File: config.mk
export PLATFORM = sky130hd
export DESIGN_NAME = wr_chunk_sequencer
export DESIGN_NICKNAME = d
export VERILOG_FILES = /design/src/rtl/wr_chunk_sequencer.sv
export SDC_FILE = /design/constraint.sdc
export NUM_CORES = 1
export LEC_CHECK = 0
export ABC_AREA = 1
export BUFFER_PORTS_ARGS = -buffer_cell sky130_fd_sc_hd__buf_2
export CORE_AREA = 2 2 202 253
export DETAILED_ROUTE_END_ITERATION = 7
export DIE_AREA = 0 0 204 255
export PLACE_DENSITY = 0.65
export SLEW_MARGIN = 20
export SYNTH_ARGS = -nofsm -noshare
export SYNTH_HDL_FRONTEND = slang
export SYNTH_SLANG_ARGS = --single-unit
File: constraint.sdc
create_clock -name clk -period 17.3 [get_ports clk]
set_input_delay 5.19 -clock clk [delete_from_list [all_inputs] [get_ports clk]]
set_output_delay 5.19 -clock clk [all_outputs]
set_load 0.01 [all_outputs]
File: src/rtl/wr_chunk_sequencer.sv
// wr_chunk_sequencer: splits a host write job into engine-sized chunks and sequences the write engine
module wr_chunk_sequencer #(
  parameter int unsigned ADDR_W    = 42,
  parameter int unsigned MAX_CHUNK = 64
) (
  input  logic              clk,
  input  logic              reset,
  input  logic              start,
  input  logic [ADDR_W-1:0] job_clAddr,
  input  logic [63:0]       job_len,
  input  logic              abort,
  output logic              busy,
  output logic              job_done,
  output logic              job_aborted,
  output logic [31:0]       chunks_done,
  output logic              eng_run,
  output logic [ADDR_W-1:0] eng_clAddr,
  output logic [63:0]       eng_len,
  input  logic              eng_done
);
  localparam logic [63:0] MAX_LEN = 64'(MAX_CHUNK);
  typedef enum logic [2:0] {IDLE, LAUNCH, SETTLE, WAIT, FINISH} state_t;
  state_t            state_q, state_d;
  logic [ADDR_W-1:0] cur_addr_q, cur_addr_d, eng_addr_q, eng_addr_d;
  logic [63:0]       remain_q, remain_d, eng_len_q, eng_len_d;
  logic [31:0]       chunks_q, chunks_d;
  logic              eng_run_q, eng_run_d, job_done_q, job_done_d, job_aborted_q, job_aborted_d;
  always_ff @(posedge clk or posedge reset) begin
    if (reset) begin
      state_q       <= IDLE;
      cur_addr_q    <= '0;
      eng_addr_q    <= '0;
      remain_q      <= '0;
      eng_len_q     <= '0;
      chunks_q      <= '0;
      eng_run_q     <= 1'b0;
      job_done_q    <= 1'b0;
      job_aborted_q <= 1'b0;
    end else begin
      state_q       <= state_d;
      cur_addr_q    <= cur_addr_d;
      eng_addr_q    <= eng_addr_d;
      remain_q      <= remain_d;
      eng_len_q     <= eng_len_d;
      chunks_q      <= chunks_d;
      eng_run_q     <= eng_run_d;
      job_done_q    <= job_done_d;
      job_aborted_q <= job_aborted_d;
    end
  end
  always_comb begin
    state_d       = state_q;
    cur_addr_d    = cur_addr_q;
    eng_addr_d    = eng_addr_q;
    remain_d      = remain_q;
    eng_len_d     = eng_len_q;
    chunks_d      = chunks_q;
    eng_run_d     = 1'b0;
    job_done_d    = 1'b0;
    job_aborted_d = 1'b0;
    case (state_q)
      // a start landing on the job_done cycle is still part of the old job
      IDLE: if (start && !job_done_q) begin
        chunks_d = '0;
        if (job_len != '0) begin
          state_d    = LAUNCH;
          cur_addr_d = job_clAddr;
          remain_d   = job_len;
        end else begin
          job_done_d = 1'b1;
        end
      end
      LAUNCH: begin
        eng_addr_d = cur_addr_q;
        eng_len_d  = (remain_q > MAX_LEN) ? MAX_LEN : remain_q;
        eng_run_d  = 1'b1;
        state_d    = SETTLE;
      end
      SETTLE: state_d = WAIT;
      WAIT: if (eng_done) begin
        cur_addr_d = cur_addr_q + ADDR_W'(eng_len_q);
        remain_d   = remain_q - eng_len_q;
        chunks_d   = &chunks_q ? chunks_q : chunks_q + 32'd1;
        state_d    = (remain_d == '0 || abort) ? FINISH : LAUNCH;
      end
      FINISH: begin
        job_done_d    = 1'b1;
        job_aborted_d = remain_q != '0;
        state_d       = IDLE;
      end
      default: state_d = IDLE;
    endcase
  end
  assign busy        = state_q != IDLE;
  assign job_done    = job_done_q;
  assign job_aborted = job_aborted_q;
  assign chunks_done = chunks_q;
  assign eng_run     = eng_run_q;
  assign eng_clAddr  = eng_addr_q;
  assign eng_len     = eng_len_q;
endmodule
==> impl_metrics.ini <==
[global_routing]
met2_usage_pct = 48.4
grt_pass1_wl_um = 110000
antenna_found_initial = 0
grt-ovfl-total = 0
track_usage_pct = 27.4
grt_pass1_vias = 19600
grtUsageMet3_pct = 2.29
grt_max_degree = 134
busiest_layer = met2
use_met1_pct = 33.4

[timing]
finClkSkew_ns = 0.0228
finalCriticalPeriod_ns = 7.78
relSlewSlack_pct = 17.8
setup_tns_ns = 0
tightest_slew_ns = 1.22
rsz0062_at_grt = false
hold_viol = 0
drv_slew = 0
period_share_pct = 45.0
max_freq_ghz = 0.129
fin_hold_ws_ns = 0.477
setup_viol = 0

[placed_design]
dp_hpwl_um = 59400
placed_cell_area_um2 = 21500
place_congestion = 1.01
portBuffers = 252

[pwr]
power_density_nw_per_um2 = 173
pwr-share-seq_pct = 23.8
pwr-share-comb_pct = 59.8
leakage_nw = 12.1
total_power_mw = 3.91
p_switching_mw = 2.05
swShare_pct = 52.4
vdd_ir_drop_max_v = 0.000211
clock_power_share_pct = 16.5
intPower_mw = 1.86

[setup_path]
crit_type = in -> reg
worstPathArrival_ns = 8.21
critical_path.max_stage_delay_ns = 1.02
r2r_end = cur_addr_q[30]$_DFFE_PP0P_
worstSetupStartpointType = input pin
reg2regPathDepth = 11
worst_path_most_repeated_cell = nor4_1
crit_chain = buf_2 > nor4_1 > nand4_1 > nor4_1 > nand2_1 > nand2_2 > inv_4 > buf_4 > o211ai_1 > o21ai_0
cp-end-kind = flip-flop
regToRegSetupSlack_ns = 13.71
crit_fanout = 71
cp.required_ns = 17.73
reg2reg_from = state_q[1]$_DFFE_PP0P_
crit_slowest_cell = nor4_1

[hold_path]
min_path_type = reg -> reg
hp-start = eng_clAddr[13]$_DFFE_PP0P_
hold_end = eng_clAddr[13]$_DFFE_PP0P_
hold_path_depth = 2

[logic_synthesis]
seq_area_frac_synth_pct = 31.9
syn-instance-count = 3108
ys_ff_latch = 250
syn_nets = 3326
syn_avg_cell_area_um2 = 6.32
syn_area_um2 = 19600
synthArstFlopShare_pct = 100
synth_area_leaders = dfrtp_1, nand2_1, inv_1, nor2_1, ha_1
synth_area_leader_cell = dfrtp_1
synth_cell_types = 53
synth_top_area_share_pct = 31.9
yosysWarnings = 0
ys.flop_type = dfrtp_1
synth_edf_count = 0

[outcome]
status = completed

[clocking]
htreeDepth = 1
cts_hold_buf = 0
clkTransAtPathRegs_ns = 0.07
cts_root_buf = clkbuf_16
numCtsBuffers = 29
insertion_delay_ns = 0.58
cts_buffer_depth = 3
cts_tree = done
postCtsSetupBuffers = 0
cts_resized = 0
cts.sinks = 250

[run]
cap_violations = 0

[finish]
postLayoutCellArea_um2 = 22500
final_core_util_pct = 45.1
final_nets = 3550
syn_to_final_growth_pct = 14.8
drive_above_1_share_pct = 10.8

[floorplan]
dieWidth_um = 204
row_count = 92
die_area_um2 = 52000
start_util_pct = 39.3
dieHeight_um = 255
core_um2 = 50000
ios = 253

[detailed_routing]
dr.pass1.iters = 6
drt_first_iter_violations = 1314
antenna_left = 0
avgRoutedWirePerCell_um = 18.2
vias = 20500
viasPerCell = 5.12
drc_errors = 0
finalWirelength_um = 73100
## per-layer routing
layer	share of wire (%)	routed length, µm
met2	48	35200
met1	41	30000
met3	4.8	3490
met4	6.0	4390
met5	0	0
## synth_stat cells, types with 9 or more instances
| master | n |
|---|---|
| clkbuf_1 | 49 |
| buf_1 | 9 |
| o211ai_1 | 28 |
| nor2_1 | 353 |
| nand3_1 | 143 |
| nor4_1 | 44 |
| xor2_1 | 27 |
| o21ai_1 | 42 |
| inv_1 | 506 |
| nand4_1 | 41 |
| a31oi_1 | 16 |
| nand2_1 | 948 |
| xnor2_1 | 9 |
| nand3b_1 | 21 |
| a21oi_1 | 230 |
| o21a_1 | 11 |
| dfrtp_1 | 250 |
| inv_2 | 24 |
| nor3_1 | 30 |
| o21bai_1 | 15 |
| o21ai_0 | 126 |
| ha_1 | 105 |
## placed cells by master, fill, tap and decap left out, types with 4 or more instances in the layout
cell	count
and3_1	6
ha_1	105
xor2_1	27
nand2_1	945
nor4_1	44
nand2_2	6
clkbuf_16	29
buf_4	8
nor2_4	4
clkbuf_8	5
o211ai_1	28
clkinv_1	5
xnor2_1	9
dfrtp_1	250
o22ai_1	8
nor3_1	30
o21ai_1	42
o21a_1	11
a21oi_1	230
buf_2	252
o21bai_1	15
a31oi_1	16
o21ai_0	126
inv_1	505
nor2_1	353
o31ai_1	6
or2_2	4
nand3b_1	21
nand4_1	41
nand3_1	143
inv_2	23
clkinv_2	7
## per-stage QoR
step | setup slack, ns | instances
floorplan | 5.24 | 3108
global placement | 9.10 | 3959
detailed placement | 9.02 | 3959
CTS | 9.63 | 4012
global route | 9.43 | 4012
finish | 9.52 | 4015
## worst max-delay path, delay by kind of cell
kind | cells | cell delay (ns)
buffers and inverters | 3 | 0.81
AO/OA/AOI/OAI | 2 | 0.30
AND/OR/NAND/NOR | 5 | 1.86
## flip-flops by register name, indices dropped and copies added (netlist names)
| signal | count |
|---|---|
| eng_clAddr | 42 |
| state_q | 3 |
| remain_q | 64 |
| chunks_done | 32 |
| job_done | 1 |
| eng_run | 1 |
| cur_addr_q | 42 |
| eng_len | 64 |
| job_aborted | 1 |
## cell type report
| type | instances | area [µm²] |
|---|---|---|
| clock inverter | 16 | 189 |
| timing repair buffer | 260 | 1320 |
| antenna | 3 | 7.51 |
| tap | 658 | 823 |
| fill | 5443 | 27400 |
| inverter | 537 | 2030 |
| multi-input combinational | 2254 | 11100 |
| sequential | 250 | 6260 |
| clock buffer | 37 | 806 |
## kinds of logic (layout without fill, tap and decap cells)
| kind of cell | after synthesis | after routing | synth area share [%] |
|---|---|---|---|
| buffers and inverters | 604 | 850 | 11.6 |
| and+or+nand+nor | 1614 | 1614 | 34.2 |
| DFF | 250 | 250 | 31.9 |
| AOI/OAI and AO/OA | 497 | 497 | 13.8 |
| adders and majority gates | 107 | 107 | 6.90 |
| other | 0 | 3 | 0 |
| xor gates and xnor gates | 36 | 36 | 1.61 |
## worst max-delay path by stage
stage,startpoint,to,slack (ns),cells past startpoint
finish,job_len[19],cur_addr_q[18]$_DFFE_PP0P_,9.52,10
global route,job_len[19],cur_addr_q[29]$_DFFE_PP0P_,9.43,10
CTS,job_len[19],cur_addr_q[24]$_DFFE_PP0P_,9.63,10
detailed placement,job_len[19],cur_addr_q[24]$_DFFE_PP0P_,9.02,10
global placement,job_len[19],cur_addr_q[18]$_DFFE_PP0P_,9.10,10
floorplan,reset,chunks_done[0]$_DFFE_PP0P_,5.24,1
## power by group through the flow
| stage | registers [mW] | logic, mW | clock network [mW] |
|---|---|---|---|
| floorplan | 0.904 | 1.64 | 0 |
| finish | 0.928 | 2.33 | 0.644 |
| global route | 0.947 | 2.63 | 0.680 |
| global placement | 0.933 | 2.29 | 0 |
| detailed placement | 0.934 | 2.32 | 0 |
| CTS | 0.926 | 2.33 | 0.658 |
No activity file was read; power rests on OpenSTA's default activity.
